### config.mk
export PLATFORM = sky130hd
export DESIGN_NAME = bcd_serial_subtractor
export DESIGN_NICKNAME = d
export VERILOG_FILES = /design/src/rtl/bcd_serial_subtractor.sv
export SDC_FILE = /design/constraint.sdc
export NUM_CORES = 1
export LEC_CHECK = 0
export BUFFER_PORTS_ARGS = -buffer_cell sky130_fd_sc_hd__buf_4
export CORE_UTILIZATION = 30
export DETAILED_ROUTE_END_ITERATION = 6
export SYNTH_ARGS = -nofsm -noshare
export SYNTH_HDL_FRONTEND = slang
export SYNTH_SLANG_ARGS = --single-unit
### constraint.sdc
create_clock -name clk -period 6.8 [get_ports clk]
set_input_delay 0 -clock clk [delete_from_list [all_inputs] [get_ports clk]]
set_output_delay 0 -clock clk [all_outputs]
set_load 0.05 [all_outputs]
### src/rtl/bcd_serial_subtractor.sv
// Digit-serial packed-BCD subtractor: |a - b| one digit per clock, LSD first,
// followed by a ten's-complement pass over the result when a < b.
module bcd_serial_subtractor #(
    parameter int N_DIGITS = 4
) (
    input  logic                  clk,
    input  logic                  rst,
    input  logic                  start,
    input  logic [4*N_DIGITS-1:0] a,
    input  logic [4*N_DIGITS-1:0] b,
    output logic [4*N_DIGITS-1:0] diff,
    output logic                  neg,
    output logic                  err,
    output logic                  busy,
    output logic                  done
);
    localparam int W  = 4 * N_DIGITS;
    localparam int CW = (N_DIGITS > 1) ? $clog2(N_DIGITS) : 1;

    typedef enum logic [1:0] {IDLE, SUB, NEG, DONE} state_t;

    state_t          r_state, w_state_nxt;
    logic [W-1:0]    r_a, r_b, r_diff;
    logic [CW-1:0]   r_cnt;
    logic            r_borrow, r_neg, r_err, r_busy, r_done;

    logic [3:0]      w_a_dig, w_b_dig, w_d_dig, w_op_a, w_op_b, w_res;
    logic            w_bad, w_borrow_nxt, w_last;
    logic [4:0]      w_sub;

    // Returns {borrow_out, digit} for x - y - bin with the +10 correction.
    function automatic logic [4:0] sub_digit(input logic [3:0] x, input logic [3:0] y,
                                             input logic bin);
        logic signed [5:0] t;
        t = $signed({2'b00, x}) - $signed({2'b00, y}) - $signed({5'b00000, bin});
        if (t < 0)
            sub_digit = {1'b1, 4'(t + 6'sd10)};
        else
            sub_digit = {1'b0, t[3:0]};
    endfunction

    assign w_a_dig = r_a[4*r_cnt +: 4];
    assign w_b_dig = r_b[4*r_cnt +: 4];
    assign w_d_dig = r_diff[4*r_cnt +: 4];
    assign w_last  = (r_cnt == CW'(N_DIGITS - 1));

    // The NEG pass reuses the digit subtractor as 0 - diff_i - borrow.
    assign w_op_a  = (r_state == NEG) ? 4'd0 : w_a_dig;
    assign w_op_b  = (r_state == NEG) ? w_d_dig : w_b_dig;
    assign w_bad   = (r_state == SUB) && ((w_a_dig > 4'd9) || (w_b_dig > 4'd9));
    assign w_sub   = sub_digit(w_op_a, w_op_b, r_borrow);

    always_comb begin
        w_res        = w_sub[3:0];
        w_borrow_nxt = w_sub[4];
        if (w_bad) begin
            w_res        = 4'd0;
            w_borrow_nxt = 1'b0;
        end
    end

    always_comb begin
        w_state_nxt = r_state;
        case (r_state)
            IDLE: if (start) w_state_nxt = SUB;
            SUB:  if (w_last) w_state_nxt = w_borrow_nxt ? NEG : DONE;
            NEG:  if (w_last) w_state_nxt = DONE;
            DONE: w_state_nxt = IDLE;
            default: w_state_nxt = IDLE;
        endcase
    end

    always_ff @(posedge clk or posedge rst) begin
        if (rst)
            r_state <= IDLE;
        else
            r_state <= w_state_nxt;
    end

    always_ff @(posedge clk) begin
        if (r_state == IDLE && start) begin
            r_a <= a;
            r_b <= b;
        end
    end

    always_ff @(posedge clk or posedge rst) begin
        if (rst) begin
            r_diff   <= '0;
            r_neg    <= 1'b0;
            r_err    <= 1'b0;
            r_busy   <= 1'b0;
            r_done   <= 1'b0;
            r_cnt    <= '0;
            r_borrow <= 1'b0;
        end else begin
            r_done <= (w_state_nxt == DONE);
            r_busy <= (w_state_nxt != IDLE);
            case (r_state)
                IDLE: begin
                    if (start) begin
                        r_cnt    <= '0;
                        r_borrow <= 1'b0;
                        r_err    <= 1'b0;
                        r_neg    <= 1'b0;
                        r_diff   <= '0;
                    end
                end
                SUB, NEG: begin
                    r_diff[4*r_cnt +: 4] <= w_res;
                    if (w_bad) r_err <= 1'b1;
                    if (w_last) begin
                        r_cnt    <= '0;
                        r_borrow <= 1'b0;
                        if (r_state == SUB && w_borrow_nxt) r_neg <= 1'b1;
                    end else begin
                        r_cnt    <= r_cnt + 1'b1;
                        r_borrow <= w_borrow_nxt;
                    end
                end
                default: ;
            endcase
        end
    end

    assign diff = r_diff;
    assign neg  = r_neg;
    assign err  = r_err;
    assign busy = r_busy;
    assign done = r_done;
endmodule
### Word-level counts from Yosys, hierarchy flattened

Index checks and enable logic that the tools add are counted.
W data, S select, Z words.

| storage, ports and cells | value |
|---|---|
| bits of input ports | 35 |
| register bits after elaboration | 57 |
| output and inout port bits | 20 |
| word-level logic and storage cells | 67 |

| operators by class | value |
|---|---|
| reduce and logical (&&, ||, !) cells | 11 |
| shift operators | 5 |
| multiplexer cells | 24 |
| add/sub/neg operators | 5 |
| magnitude comparators | 3 |
| eq/ne operators | 9 |

Operator list:

| operator | count |
|---|---|
| $shiftx A16 B5 Y4 | 3 |
| $neg A4 Y34 | 1 |
| $shift A4 B34 Y16 const A | 1 |
| $shiftx A4 B34 Y16 | 1 |
| $pmux W16 S2 | 1 |
| $bwmux W16 | 1 |
| $mux W16 | 1 |
| $mux W4 | 3 |
| $mux W2 | 5 |
| $eq A2 B2 Y1 const B | 4 |
| $gt A4 B4 Y1 const B | 2 |
| $ne A2 B2 Y1 const B | 4 |
| $pmux W2 S4 | 1 |
| $mux W1 | 7 |
| $lt A6 B1 Y1 const B | 1 |
| $pmux W1 S2 | 3 |
| $sub A5 B2 Y6 | 1 |
| $mux W5 | 1 |
| $sub A4 B4 Y5 | 1 |
| $add A4 B4 Y4 const B | 1 |
| $pmux W2 S2 | 1 |
| $reduce_and A4 Y1 | 1 |
| $reduce_bool A2 Y1 | 2 |
| $logic_and A1 B1 Y1 | 3 |
| other kinds (7) | 7 |

### Depth between registers and ports, before layout

| depth | value |
|---|---|
| depth after elaboration | 11 |
| mapped depth | 12 |
| depth with buffers taken out | 11 |

### Worst setup path after synthesis

Ideal clock, no wire load.

| path | value |
|---|---|
| path kind | register to register |
| from | reg r_cnt[0] |
| to | reg r_diff[15] (netlist: diff[15]) |
| data arrival time | 3512 ps |
| cell stages (with the launch flop) | 13 |
| data required time | 6705 ps |
| setup slack | 3193 ps |
| path buffers | 2 |
| cells stage by stage | dfrtp_1 buf_6 buf_2 mux4_2 mux2_2 ha_1 fa_1 ha_1 inv_1 ha_1 or3_1 and3_1 o31ai_1 |

| on the way | value |
|---|---|
| word-level cells in the longest chain between the ends | 10 |
| elaborated cells between the ends (all ways) | 20 |
| classes of those cells | 4 x add/sub; 3 x order compare; 5 x shift; 6 x mux; 2 x reduce/logical |

RTL lines:

| element | RTL line | text |
|---|---|---|
| start: declaration | 24 | `logic [CW-1:0] r_cnt;` |
| start signal: assignment | 117 | `r_cnt <= r_cnt + 1'b1;` |
| $shiftx A16 B5 Y4, on equally long branches | 42, 43, 44 |  |
| $mux W4, on equally long branches | 48, 49 |  |
| $sub A4 B4 Y5 | 35 | `t = $signed({2'b00, x}) - $signed({2'b00, y}) - $signed({5'b00000, bin});` |
| $sub A5 B2 Y6 | 35 |  |
| $lt A6 B1 Y1 / $add A4 B4 Y4 (equally long branches) | 36, 37 |  |
| $mux W5 | 36 | `if (t < 0)` |
| $mux W4 | 56 | `if (w_bad) begin` |
| $shiftx A4 B34 Y16 | 110 | `r_diff[4*r_cnt +: 4] <= w_res;` |
| $bwmux W16 (*) | 110 |  |
| $pmux W16 S2 (*) | 99 | `case (r_state)` |
| end signal: indexed assignment | 110 |  |
| end: declaration | 23 | `logic [W-1:0] r_a, r_b, r_diff;` |

Every way passes the cells marked *; elsewhere a longest branch is shown, timed or not.
A chain may end at the register's enable or synchronous reset.

### Worst setup path in the final report

| path | value |
|---|---|
| from | reg r_cnt[0] |
| to | reg r_diff[3] (netlist: diff[3]) |

The elaborated chain is that of the path after synthesis.

==> run summary <==
GRT Total Usage: 0.1437
Vias in the first global route: 2241
CTS Root Cell: clkbuf_8
Die W: 99.88 um
Top FF cell, synth: edfxtp_1
Core Region: 9240 um2
Most frequent cells in the layout: buf_4, dlygate4sd3_1, edfxtp_1
HP Class: input port to flip-flop
Final setup vio count: 0
Critical path required time: 6.99 ns
Drt first pass iters: 4
Final core utilization: 0.4256
# rows: 35
Die area: 9975 um2
Final period util: 0.6069
P&R area growth vs syn: 36.83%
Final Hold Viols: 0
Maxcap violations: 0
Ys async rst share: 0.4386
Post-synthesis sequential area ratio: 0.5520
Clk_skew: 0.005994 ns
Worst-skew pair later-pin latency: 0.33 ns
Setup TNS: 0 ns
Dpl hpwl: 4645 um
Largest net degree at the start of global routing: 34
PD cells: 490.6 nW/um2
Routed Antenna Nets: 0
Gr ovfl total: 0
Initial antenna violation count: 0
Max Buffers Root-to-Sink: 2
Number of instances in the placed design: 396
Fmax: 242.3 MHz
Hold slack final: 0.04789 ns
Post-CTS resize count: 0
Drc violations: 0
Kind of critical path: flip-flop to flip-flop
Finished Layout Cells: 445
Worst-Margin Slew: 1.182 ns
Peak supply drop: 0.1531 mV
Synthesized area per cell: 13.24 um2
Filler cells: 859
Lkg Pwr: 1.636 nW
CP startpoint kind: flip-flop
CP max FO: 18
Cell count after synthesis: 217
Vias per inst: 4.787
Post-synth EDFFs: 32
Chip height: 99.88 um
CTS tree: done
H-tree levels: 3
Outcome: complete, no violations
Period minus WS final: 4.127 ns
Placer Congestion: 0.8717
Most common cell after layout, fill and taps aside: buf_4
Sinks on Clock Net: 57
IO Pins: 55
DP Area: 3416 um2
Post-Syn Area: 2874 um2
Worst-path clk slew: 0.06 ns
Post-route cell area: 3933 um2
Num CTS Buffers: 9
Routed length per placed instance: 14.61 um
Detailed-route via count: 2130
Routed wire length: 6500 um
1st-iter DRT viols: 103
RSZ-0062 raised after global routing: false
Max Slew Vio Count: 0
Setup slack, reg-to-reg: 2.67 ns
Final net count: 361
Crit. End Element: flip-flop
Synthesis Warnings: 0
Initial Util: 0.3110
#FFs+latches synth: 57
Mapped Nets: 267
Post-synth cell types: 47
Max-slew headroom: 0.2108
First-pass GRT wire length: 10820 um
Port-buffer cells: 54
WP data arrival: 4.32 ns
Fraction of layout cells with a size suffix above 1: 0.2722
N_diodes: 0
==> layer usage <==
| metal | global-route usage | share of wire | vias up |
|---|---|---|---|
| li1 | - | - | 1011 |
| met1 | 0.1663 | 0.41 | 1036 |
| met2 | 0.2488 | 0.51 | 71 |
| met3 | 0.03900 | 0.054 | 12 |
| met4 | 0.06448 | 0.023 | 0 |
| met5 | 0 | 0 | - |
==> state kept, by name, indices dropped and copies added, names as in the netlist <==
name      flops
diff         16
r_b          16
r_state       2
done          1
r_borrow      1
neg           1
r_a          16
busy          1
err           1
r_cnt         2
==> metrics by stage <==
stage	total power [mW]	setup WS (ns)
finish	1.929	2.673
global route	2.090	2.427
CTS	1.945	2.649
detailed placement	1.620	2.684
global placement	1.593	2.789
floorplan	1.346	3.193
==> final cells by class <==
cell class | count | area (um2) | area share
sequential | 57 | 1587 | 0.4034
multi-input combinational | 145 | 1221 | 0.3105
timing repair buffer | 87 | 735.7 | 0.1871
tap | 129 | 161.4 | 0.04104
clock buffer | 10 | 127.6 | 0.03245
clock inverter | 6 | 58.81 | 0.01495
inverter | 11 | 41.29 | 0.01050
==> cell usage after synthesis, types with 2 or more instances <==
| cell | instances | area [um2] |
|---|---|---|
| inv_1 | 11 | 41.29 |
| nor3_1 | 2 | 10.01 |
| or2_1 | 2 | 12.51 |
| nand2_1 | 20 | 75.07 |
| nand3b_1 | 2 | 15.01 |
| or3_1 | 2 | 12.51 |
| nor3b_1 | 2 | 15.01 |
| nor4_1 | 2 | 12.51 |
| mux2_2 | 4 | 45.04 |
| nand2b_1 | 7 | 43.79 |
| mux4_2 | 7 | 157.7 |
| dfrtp_1 | 25 | 625.6 |
| o31ai_1 | 6 | 45.04 |
| and3_1 | 2 | 12.51 |
| nor2_1 | 7 | 26.28 |
| edfxtp_1 | 32 | 960.9 |
| buf_2 | 2 | 10.01 |
| mux4_1 | 5 | 131.4 |
| a21o_1 | 3 | 22.52 |
| a22o_1 | 3 | 26.28 |
| o21ai_2 | 2 | 17.52 |
| mux2i_1 | 3 | 30.03 |
| o21a_1 | 2 | 15.01 |
| ha_1 | 14 | 175.2 |
| nand3_1 | 2 | 10.01 |
| o31ai_2 | 2 | 25.02 |
| a21oi_1 | 9 | 45.04 |
| o21ai_0 | 15 | 75.07 |
| nor2b_1 | 4 | 25.02 |
==> logic make-up after synthesis <==
kind of cell             count (synthesis)  share of synthesized area
AND/OR/NAND/NOR                         61                     0.1123
flip-flops                              57                     0.5520
AO/OA/AOI/OAI                           48                     0.1119
multiplexers                            19                     0.1267
buffers and inverters                   15                    0.02307
adder cells (fa/ha/maj)                 15                    0.06792
XOR/XNOR                                 2                   0.006096
==> worst max-delay path, stage by stage (launching register included) <==
cell and delay, ns:
dfrtp_1 0.94, mux4_2 0.61, mux2_2 0.28, ha_1 0.20, fa_1 0.46, ha_1 0.35, inv_1 0.07, ha_1 0.20
or3_1 0.39, a21oi_1 0.33, o31ai_1 0.15
==> power breakdown <==
part           internal [mW]  switching, mW  total (mW)
sequential             0.458         0.0713       0.529
clock                  0.167          0.135       0.301
combinational          0.420          0.679        1.10
total                   1.04          0.885        1.93
==> what timing repair did <==
item / CTS / global route
setup buffers: 0 / 0
endpoints found under the hold margin: 57 / 0
hold buffers: 33 / 0
setup endpoints to repair: 0 / 0
==> path summary, 6_finish.rpt <==
kind / from / endpoint / cells after the start
max in group asynchronous: rst / diff[5] / 3
min reg2reg: diff[13] / diff[13] / 2
min in group asynchronous: rst / r_borrow / 3
max: r_cnt[0] / diff[3] / 10
max reg2reg: r_cnt[0] / diff[3] / 10
min: start / r_state[1] / 4
Note: power is estimated with default switching activity, not from simulation.
